<file path="src/rtl/mem_line_arbiter.sv">
// mem_line_arbiter
//   Shares the single line-wide memory port between the instruction-side
//   and data-side caches. One line transaction at a time, round-robin
//   between the two sides, grant held until memory completes.
//
// Ports
//   clk, rst_n                       clock (rising edge), async active-low reset
//   i_req_* / i_wr_data / i_rd_data  instruction-side line port
//   d_req_* / d_wr_data / d_rd_data  data-side line port
//   i_req_ready / d_req_ready        one-cycle completion pulse to the owner
//   mem_req_* / mem_wr_data          registered request to memory
//   mem_rd_data / mem_req_ready      memory read line and completion
//   busy                             transaction outstanding
//   grant_d                          owner of current/last grant (1 = D)
//   timeout_err                      sticky watchdog flag
module mem_line_arbiter #(
  parameter int ADDR_W  = 17,
  parameter int LINE_W  = 128,
  parameter int TIMEOUT = 1024
) (
  input  logic              clk,
  input  logic              rst_n,
  input  logic [ADDR_W-1:0] i_req_addr,
  input  logic              i_req_valid,
  input  logic              i_req_wr,
  input  logic [LINE_W-1:0] i_wr_data,
  output logic [LINE_W-1:0] i_rd_data,
  output logic              i_req_ready,
  input  logic [ADDR_W-1:0] d_req_addr,
  input  logic              d_req_valid,
  input  logic              d_req_wr,
  input  logic [LINE_W-1:0] d_wr_data,
  output logic [LINE_W-1:0] d_rd_data,
  output logic              d_req_ready,
  output logic [ADDR_W-1:0] mem_req_addr,
  output logic              mem_req_valid,
  output logic              mem_req_wr,
  output logic [LINE_W-1:0] mem_wr_data,
  input  logic [LINE_W-1:0] mem_rd_data,
  input  logic              mem_req_ready,
  output logic              busy,
  output logic              grant_d,
  output logic              timeout_err
);

  typedef enum logic {IDLE, BUSY} state_t;

  typedef struct packed {
    logic [ADDR_W-1:0] addr;
    logic              wr;
    logic [LINE_W-1:0] data;
  } line_req_t;

  // Wide enough to hold TIMEOUT itself; +2 keeps TIMEOUT = 0 legal.
  localparam int                CNT_W = $clog2(TIMEOUT + 2);
  localparam logic [CNT_W-1:0]  LIMIT = CNT_W'(TIMEOUT);

  state_t     state, state_nxt;
  line_req_t  i_req, d_req, mem_q;
  logic       take, take_d, done;
  logic [CNT_W-1:0] wd_cnt, wd_inc;

  assign i_req = '{addr: i_req_addr, wr: i_req_wr, data: i_wr_data};
  assign d_req = '{addr: d_req_addr, wr: d_req_wr, data: d_wr_data};

  // Next state and grant decision. Request inputs are only looked at in
  // IDLE; in BUSY only the memory completion matters.
  always_comb begin
    state_nxt = state;
    take      = 1'b0;
    take_d    = 1'b0;
    done      = 1'b0;
    case (state)
      IDLE: begin
        take   = i_req_valid | d_req_valid;
        // On a tie, the side that did not own the last grant wins.
        take_d = d_req_valid & (~i_req_valid | ~grant_d);
        if (take) state_nxt = BUSY;
      end
      BUSY: begin
        done = mem_req_ready;
        if (done) state_nxt = IDLE;
      end
      default: state_nxt = IDLE;
    endcase
  end

  always_ff @(posedge clk or negedge rst_n) begin
    if (!rst_n) state <= IDLE;
    else        state <= state_nxt;
  end

  // Granted request register; held stable for the whole BUSY period.
  always_ff @(posedge clk or negedge rst_n) begin
    if (!rst_n) begin
      mem_q         <= '0;
      mem_req_valid <= 1'b0;
      grant_d       <= 1'b1;   // first tie after reset goes to I
    end else if (take) begin
      mem_q         <= take_d ? d_req : i_req;
      mem_req_valid <= 1'b1;
      grant_d       <= take_d;
    end else if (done) begin
      mem_req_valid <= 1'b0;
    end
  end

  assign wd_inc = wd_cnt + 1'b1;

  // Watchdog: counts BUSY cycles without completion, saturating at LIMIT.
  // The error flag is sticky; the transaction is never aborted.
  always_ff @(posedge clk or negedge rst_n) begin
    if (!rst_n) begin
      wd_cnt      <= '0;
      timeout_err <= 1'b0;
    end else if (state != BUSY || mem_req_ready) begin
      wd_cnt <= '0;
    end else if (TIMEOUT != 0 && wd_cnt != LIMIT) begin
      wd_cnt <= wd_inc;
      if (wd_inc == LIMIT) timeout_err <= 1'b1;
    end
  end

  assign busy         = (state == BUSY);
  assign i_req_ready  = done & ~grant_d;
  assign d_req_ready  = done &  grant_d;
  assign i_rd_data    = mem_rd_data;
  assign d_rd_data    = mem_rd_data;
  assign mem_req_addr = mem_q.addr;
  assign mem_req_wr   = mem_q.wr;
  assign mem_wr_data  = mem_q.data;

endmodule

</file>
<file path="config.mk">
export PLATFORM = sky130hd
export DESIGN_NAME = mem_line_arbiter
export DESIGN_NICKNAME = d
export VERILOG_FILES = /design/src/rtl/mem_line_arbiter.sv
export SDC_FILE = /design/constraint.sdc
export NUM_CORES = 1
export LEC_CHECK = 0
export CAP_MARGIN = 10
export CORE_AREA = 2 2 326 328
export DETAILED_ROUTE_END_ITERATION = 10
export DIE_AREA = 0 0 328 330
export HOLD_SLACK_MARGIN = 0.15
export PLACE_DENSITY = 0.36
export SYNTH_ARGS = -nofsm -noshare
export SYNTH_HDL_FRONTEND = slang
export SYNTH_SLANG_ARGS = --single-unit
</file>
<file path="constraint.sdc">
create_clock -name clk -period 1.6 [get_ports clk]
set_input_delay 0.32 -clock clk [delete_from_list [all_inputs] [get_ports clk]]
set_output_delay 0.32 -clock clk [all_outputs]
set_load 0.005 [all_outputs]
</file>
## After elaboration in Yosys (flattened, before gate mapping)

Cells that the tools add are included.

| word-level totals | value |
|---|---|
| flip-flop bits (word level) | 161 |
| input port bits | 425 |
| word-level logic and storage cells | 35 |

| cells by class | value |
|---|---|
| $add $sub $neg | 1 |
| equality and inequality tests | 2 |
| muxes and demuxes | 11 |
| bitwise logic cells | 9 |
| reduce and logical (&&, ||, !) cells | 4 |

Operators by type and width:

| kind | number |
|---|---|
| two-way mux 146 bit | 1 |
| two-way mux 11 bit | 2 |
| adder 11 x 1 -> 11 bit, second input constant | 1 |
| == test 11 bit, second input constant | 1 |
| inequality test 11 bit, second input constant | 1 |
| two-way mux 1 bit | 7 |
| NOT 1 bit | 4 |
| nonzero test 2 bit | 2 |
| AND 1 bit | 3 |
| AND reduction 3 bit | 1 |
| OR 1 bit | 2 |
| one-hot mux 1 bit (2 select lines) | 1 |
| logical OR 1 bit | 1 |

## Logic depth before layout (Yosys ltp)

| depth | value |
|---|---|
| depth after elaboration | 5 |
| mapped depth | 8 |
| gate-level depth less buffers | 5 |

## Worst setup path before layout

OpenSTA, ideal clock, no wires.

| path | value |
|---|---|
| kind | reg2reg |
| from | reg grant_d |
| to | reg mem_q, in the netlist mem_wr_data[73] |
| setup time | 0.075 ns |
| arrival time | 1.379 ns |
| required time | 1.525 ns |
| path slack | 0.146 ns |
| cell stages (with the launch flop) | 6 |
| path buffers | 2 |
| clock period less this slack | 1.454 ns |
| cell sequence | dfstp_2 > a21bo_2 > buf_2 > buf_1 > o22ai_1 > o21ai_2 |

| between the ends | value |
|---|---|
| word-level cells in the longest chain between the ends | 5 |

Ends and longest elaborated chain:

| element | RTL line | source |
|---|---|---|
| start: declaration | 42 | `output logic grant_d,` |
| start signal: assignment | 102 | `grant_d <= take_d;` |
| NOT 1 bit | 77 | `take_d = d_req_valid & (~i_req_valid \| ~grant_d);` |
| OR 1 bit | 77 |  |
| AND 1 bit | 77 |  |
| two-way mux 1 bit | 73 | `case (state)` |
| two-way mux 146 bit | 100 | `mem_q <= take_d ? d_req : i_req;` |
| end signal: assignment | 100 |  |
| end: declaration | 59 | `line_req_t i_req, d_req, mem_q;` |

No other way between the ends.
A chain may end at the register's enable or synchronous reset.

## Worst setup path in the final report

| path | value |
|---|---|
| from | reg grant_d |
| to | reg mem_q, in the netlist mem_wr_data[84] |

The elaborated chain is that of the path after synthesis.

==> results.yml <==
layout:
  layout-drive-gt1-share_pct: 20.4
  final_cell_mix: "sky130_fd_sc_hd__clkdlybuf4s50_1 (295), sky130_fd_sc_hd__dfrtp_1 (159), sky130_fd_sc_hd__nand2_1 (151), sky130_fd_sc_hd__o21ai_1 (134), sky130_fd_sc_hd__dlygate4sd2_1 (104)"
  layout_nets: 1648
  diodes: 0
  layout.cells.non_filler: 2624
  final.fill_count: 11839
  layout_commonest_cell: "sky130_fd_sc_hd__clkdlybuf4s50_1"
  area_growth_syn_to_layout_pct: 70.8
clock_network:
  clock_pin_slew_of_the_registers_on_the_worst_case_setup_and_hold_paths_ps: 70
  clock_tree_root: "sky130_fd_sc_hd__clkbuf_16"
  cts.sink_count: 161
  clock_h_tree_levels: 4
  max-clock-path-buffers: 2
  clkLatencyLatePin_ps: 490
  cts_tree: "yes"
  cts_buffers: 17
placement:
  dp_cells: 2569
  routabilityCongestion: 0.763
  numPortBuffers: 448
  dpl.hpwl_um: 36700
die:
  design.core.area_sq_mm: 0.105
  die_h_um: 330
  initial_utilization_pct: 8.61
  die_w_um: 328
  floorplan.io_pins: 833
  design.die.area_sq_mm: 0.108
  row_cnt: 119
synth:
  yosysTopAreaCell: "sky130_fd_sc_hd__dfrtp_1"
  post-synth-top-area-fraction_pct: 44.4
  synth_warnings: 0
  synth.yosys.seq_area_share_pct: 44.7
  synthCells: 996
  post_synth_num_cell_types: 38
  synth.ff_latch_count: 161
  post_synth_main_area_contributors: "sky130_fd_sc_hd__dfrtp_1 (44%), sky130_fd_sc_hd__buf_4 (22%), sky130_fd_sc_hd__o22ai_1 (10%)"
  postSynthAreaPerCell_sq_um: 9.05
  postSynthNetCount: 1424
  synthesis.area_sq_mm: 0.00902
worst_setup_path:
  category_of_the_worst_setup_path_capture_point: "flop"
  cp.required_ps: 1970
  critPathLaunchType: "flop"
  cp_slowest_cell: "sky130_fd_sc_hd__dfstp_2"
  path_cells: "buf_4, a21bo_4, nor2_4, buf_4, bufbuf_16, buf_12, o22ai_4, o21ai_1"
  critical_path.max_stage_delay_ps: 570
  timing.setup.critical_path_class: "flop to flop"
  worst-endpoint-arrival_ps: 2150
  regToRegSetupSlack_ps: -190
  critical_path.max_fanout: 7
  cp_dominant_cell_by_count: "sky130_fd_sc_hd__buf_4"
detailed_routing:
  ant_nets: 0
  post_drt_via_cell_ratio: 2.99
  wl_per_cell_um: 18.7
  route.detailed.drc: 0
  drt_first_iter_violations: 302
  overall_routed_net_length_um: 49000
  overall_via_count_from_detail_route: 7836
  detailed_routing_iteration_count_for_the_pre_antenna_repair_pass: 4
status:
  run_status: "finished, violations left"
  violations_in_the_final_reports: "negative setup slack"
timing:
  finalSetupViolations: 149
  timing.clock.skew_ps: 15.5
  finalWorstSetupSlack_ps: -186
  post_layout_minimum_cycle_time_ps: 1790
  unrepaired_setup_endpoints_after_global_routing: "yes"
  post_route_clock_period_utilization_pct: 112
  finalHoldViolCount: 0
  maxSlewViolCount: 0
  worst_pin_slew_ps: 404
  timing.slew.headroom_pct: 73.0
  max_freq_ghz: 0.560
worst_hold_path:
  worstHoldPathType: "primary input to asynchronous set/reset pin"
job:
  drv_cap: 0
pwr:
  vdd_drop_max_mv: 0.614
  power_mw: 20.2
  cell_pwr_density_mw_per_mm2: 1310
  p_leak_nw: 6.02
global_route:
  first_pass_grt_wire_length_um: 62600
  grt_overflow_total: 0
  grtUsageTotal_pct: 8.33
  antenna_found_initial: 1
  grt_pass1_vias: 8024
  grt_start_max_net_pins: 70
registers in the layout, indices dropped and copies added (netlist names):
register / cells
busy: 1
mem_req_wr: 1
grant_d: 1
mem_req_addr: 17
mem_req_valid: 1
mem_wr_data: 128
wd_cnt: 11
timeout_err: 1
where the power goes:
group	leakage [nW]	total, mW	switching, mW	internal [mW]
Combinational	3.75	9.22	4.64	4.58
Sequential	2.00	6.53	0.914	5.61
Clock	0.276	4.42	1.98	2.43
synthesized netlist by cell type:
library cell,n
sky130_fd_sc_hd__a21bo_2,1
sky130_fd_sc_hd__nor3_1,1
sky130_fd_sc_hd__mux2i_1,2
sky130_fd_sc_hd__a21oi_1,1
sky130_fd_sc_hd__nand2_1,151
sky130_fd_sc_hd__o21ai_1,137
sky130_fd_sc_hd__buf_2,27
sky130_fd_sc_hd__o21ai_0,2
sky130_fd_sc_hd__clkbuf_1,20
sky130_fd_sc_hd__a41o_1,2
sky130_fd_sc_hd__nand3_1,4
sky130_fd_sc_hd__nand4_1,4
sky130_fd_sc_hd__nor4_4,1
sky130_fd_sc_hd__ha_1,3
sky130_fd_sc_hd__o41ai_1,1
sky130_fd_sc_hd__nor2b_1,2
sky130_fd_sc_hd__xnor2_1,7
sky130_fd_sc_hd__o21ai_2,10
sky130_fd_sc_hd__and4_1,1
sky130_fd_sc_hd__nor2_2,1
sky130_fd_sc_hd__dfstp_2,1
sky130_fd_sc_hd__buf_4,260
sky130_fd_sc_hd__buf_6,9
sky130_fd_sc_hd__nor4_1,1
sky130_fd_sc_hd__dfrtp_1,160
sky130_fd_sc_hd__nand2b_1,1
sky130_fd_sc_hd__o22ai_1,146
sky130_fd_sc_hd__and2_1,1
sky130_fd_sc_hd__buf_1,7
sky130_fd_sc_hd__inv_1,5
sky130_fd_sc_hd__and3_1,2
sky130_fd_sc_hd__or2_2,1
sky130_fd_sc_hd__a21o_1,1
sky130_fd_sc_hd__inv_2,1
sky130_fd_sc_hd__nor3b_1,1
sky130_fd_sc_hd__a31oi_1,1
sky130_fd_sc_hd__xor2_1,3
sky130_fd_sc_hd__nor2_1,17
kinds of logic after synthesis:
| kind of cell | share of synthesized area (%) |
|---|---|
| AOI/OAI and AO/OA | 19.5 |
| xor gates and xnor gates | 0.971 |
| adders and majority gates | 0.416 |
| buffers and inverters | 25.6 |
| DFF | 44.7 |
| muxes | 0.222 |
| and+or+nand+nor | 8.59 |
per-layer routing:
layer	share of wire (%)	wire [um]	GRT usage, %
met1	39	18900	9.00
met2	47	23100	13.3
met3	11	5280	4.43
met4	3.4	1670	3.99
met5	0	0	0
through the flow:
step / hold slack [ps] / setup slack (ps) / TNS [ps] / cell area [sq um] / util (%)
after CTS: 288 / -251 / -24560 / 14700 / 14.0
after floorplan: 24.4 / 146 / 0 / 9020 / -
after global placement: 282 / -475 / -53370 / 13600 / 13.0
after detailed placement: 285 / -505 / -56100 / 13600 / 13.0
final: 327 / -186 / -14220 / 15400 / 14.7
after global routing: 319 / -253 / -28590 / 15400 / 14.7
timing repair:
item | 4_1_cts | 5_1_grt
endpoints found under the hold margin | 160 | 0
gates cloned | 3 | 7
endpoints found under the setup margin | 285 | 154
gates resized for setup | 257 | 100
hold buffers | 1 | 0
setup buffers | 12 | 1
pin swaps | 2 | 10
critical path, delay by kind of cell (launching register included):
family / cells / cell delay, ps
AOI/OAI and AO/OA: 3 / 330
buffers and inverters: 4 / 700
DFF: 1 / 570
and+or+nand+nor: 1 / 40
area by class of cell:
type	instances	area (sq um)	share of cell area, %
well taps	1391	1740	11.3
multi-input cells	506	3530	22.9
inverters	6	22.5	0.146
clock inverters	10	124	0.804
clock buffers	22	474	3.08
repair buffers	528	5480	35.6
flip-flops and latches	161	4030	26.2
path summary, 6_finish.rpt:
path,cells past startpoint,start,endpoint
min in group clk,3,i_wr_data[1],mem_wr_data[1]
worst max register to register,8,grant_d,mem_wr_data[84]
worst min register to register,2,mem_wr_data[71],mem_wr_data[71]
worst max-delay path,8,grant_d,mem_wr_data[84]
worst min-delay path,2,rst_n,mem_wr_data[118]
max in group asynchronous,3,rst_n,mem_wr_data[42]
Note: power is estimated with default switching activity, not from simulation.
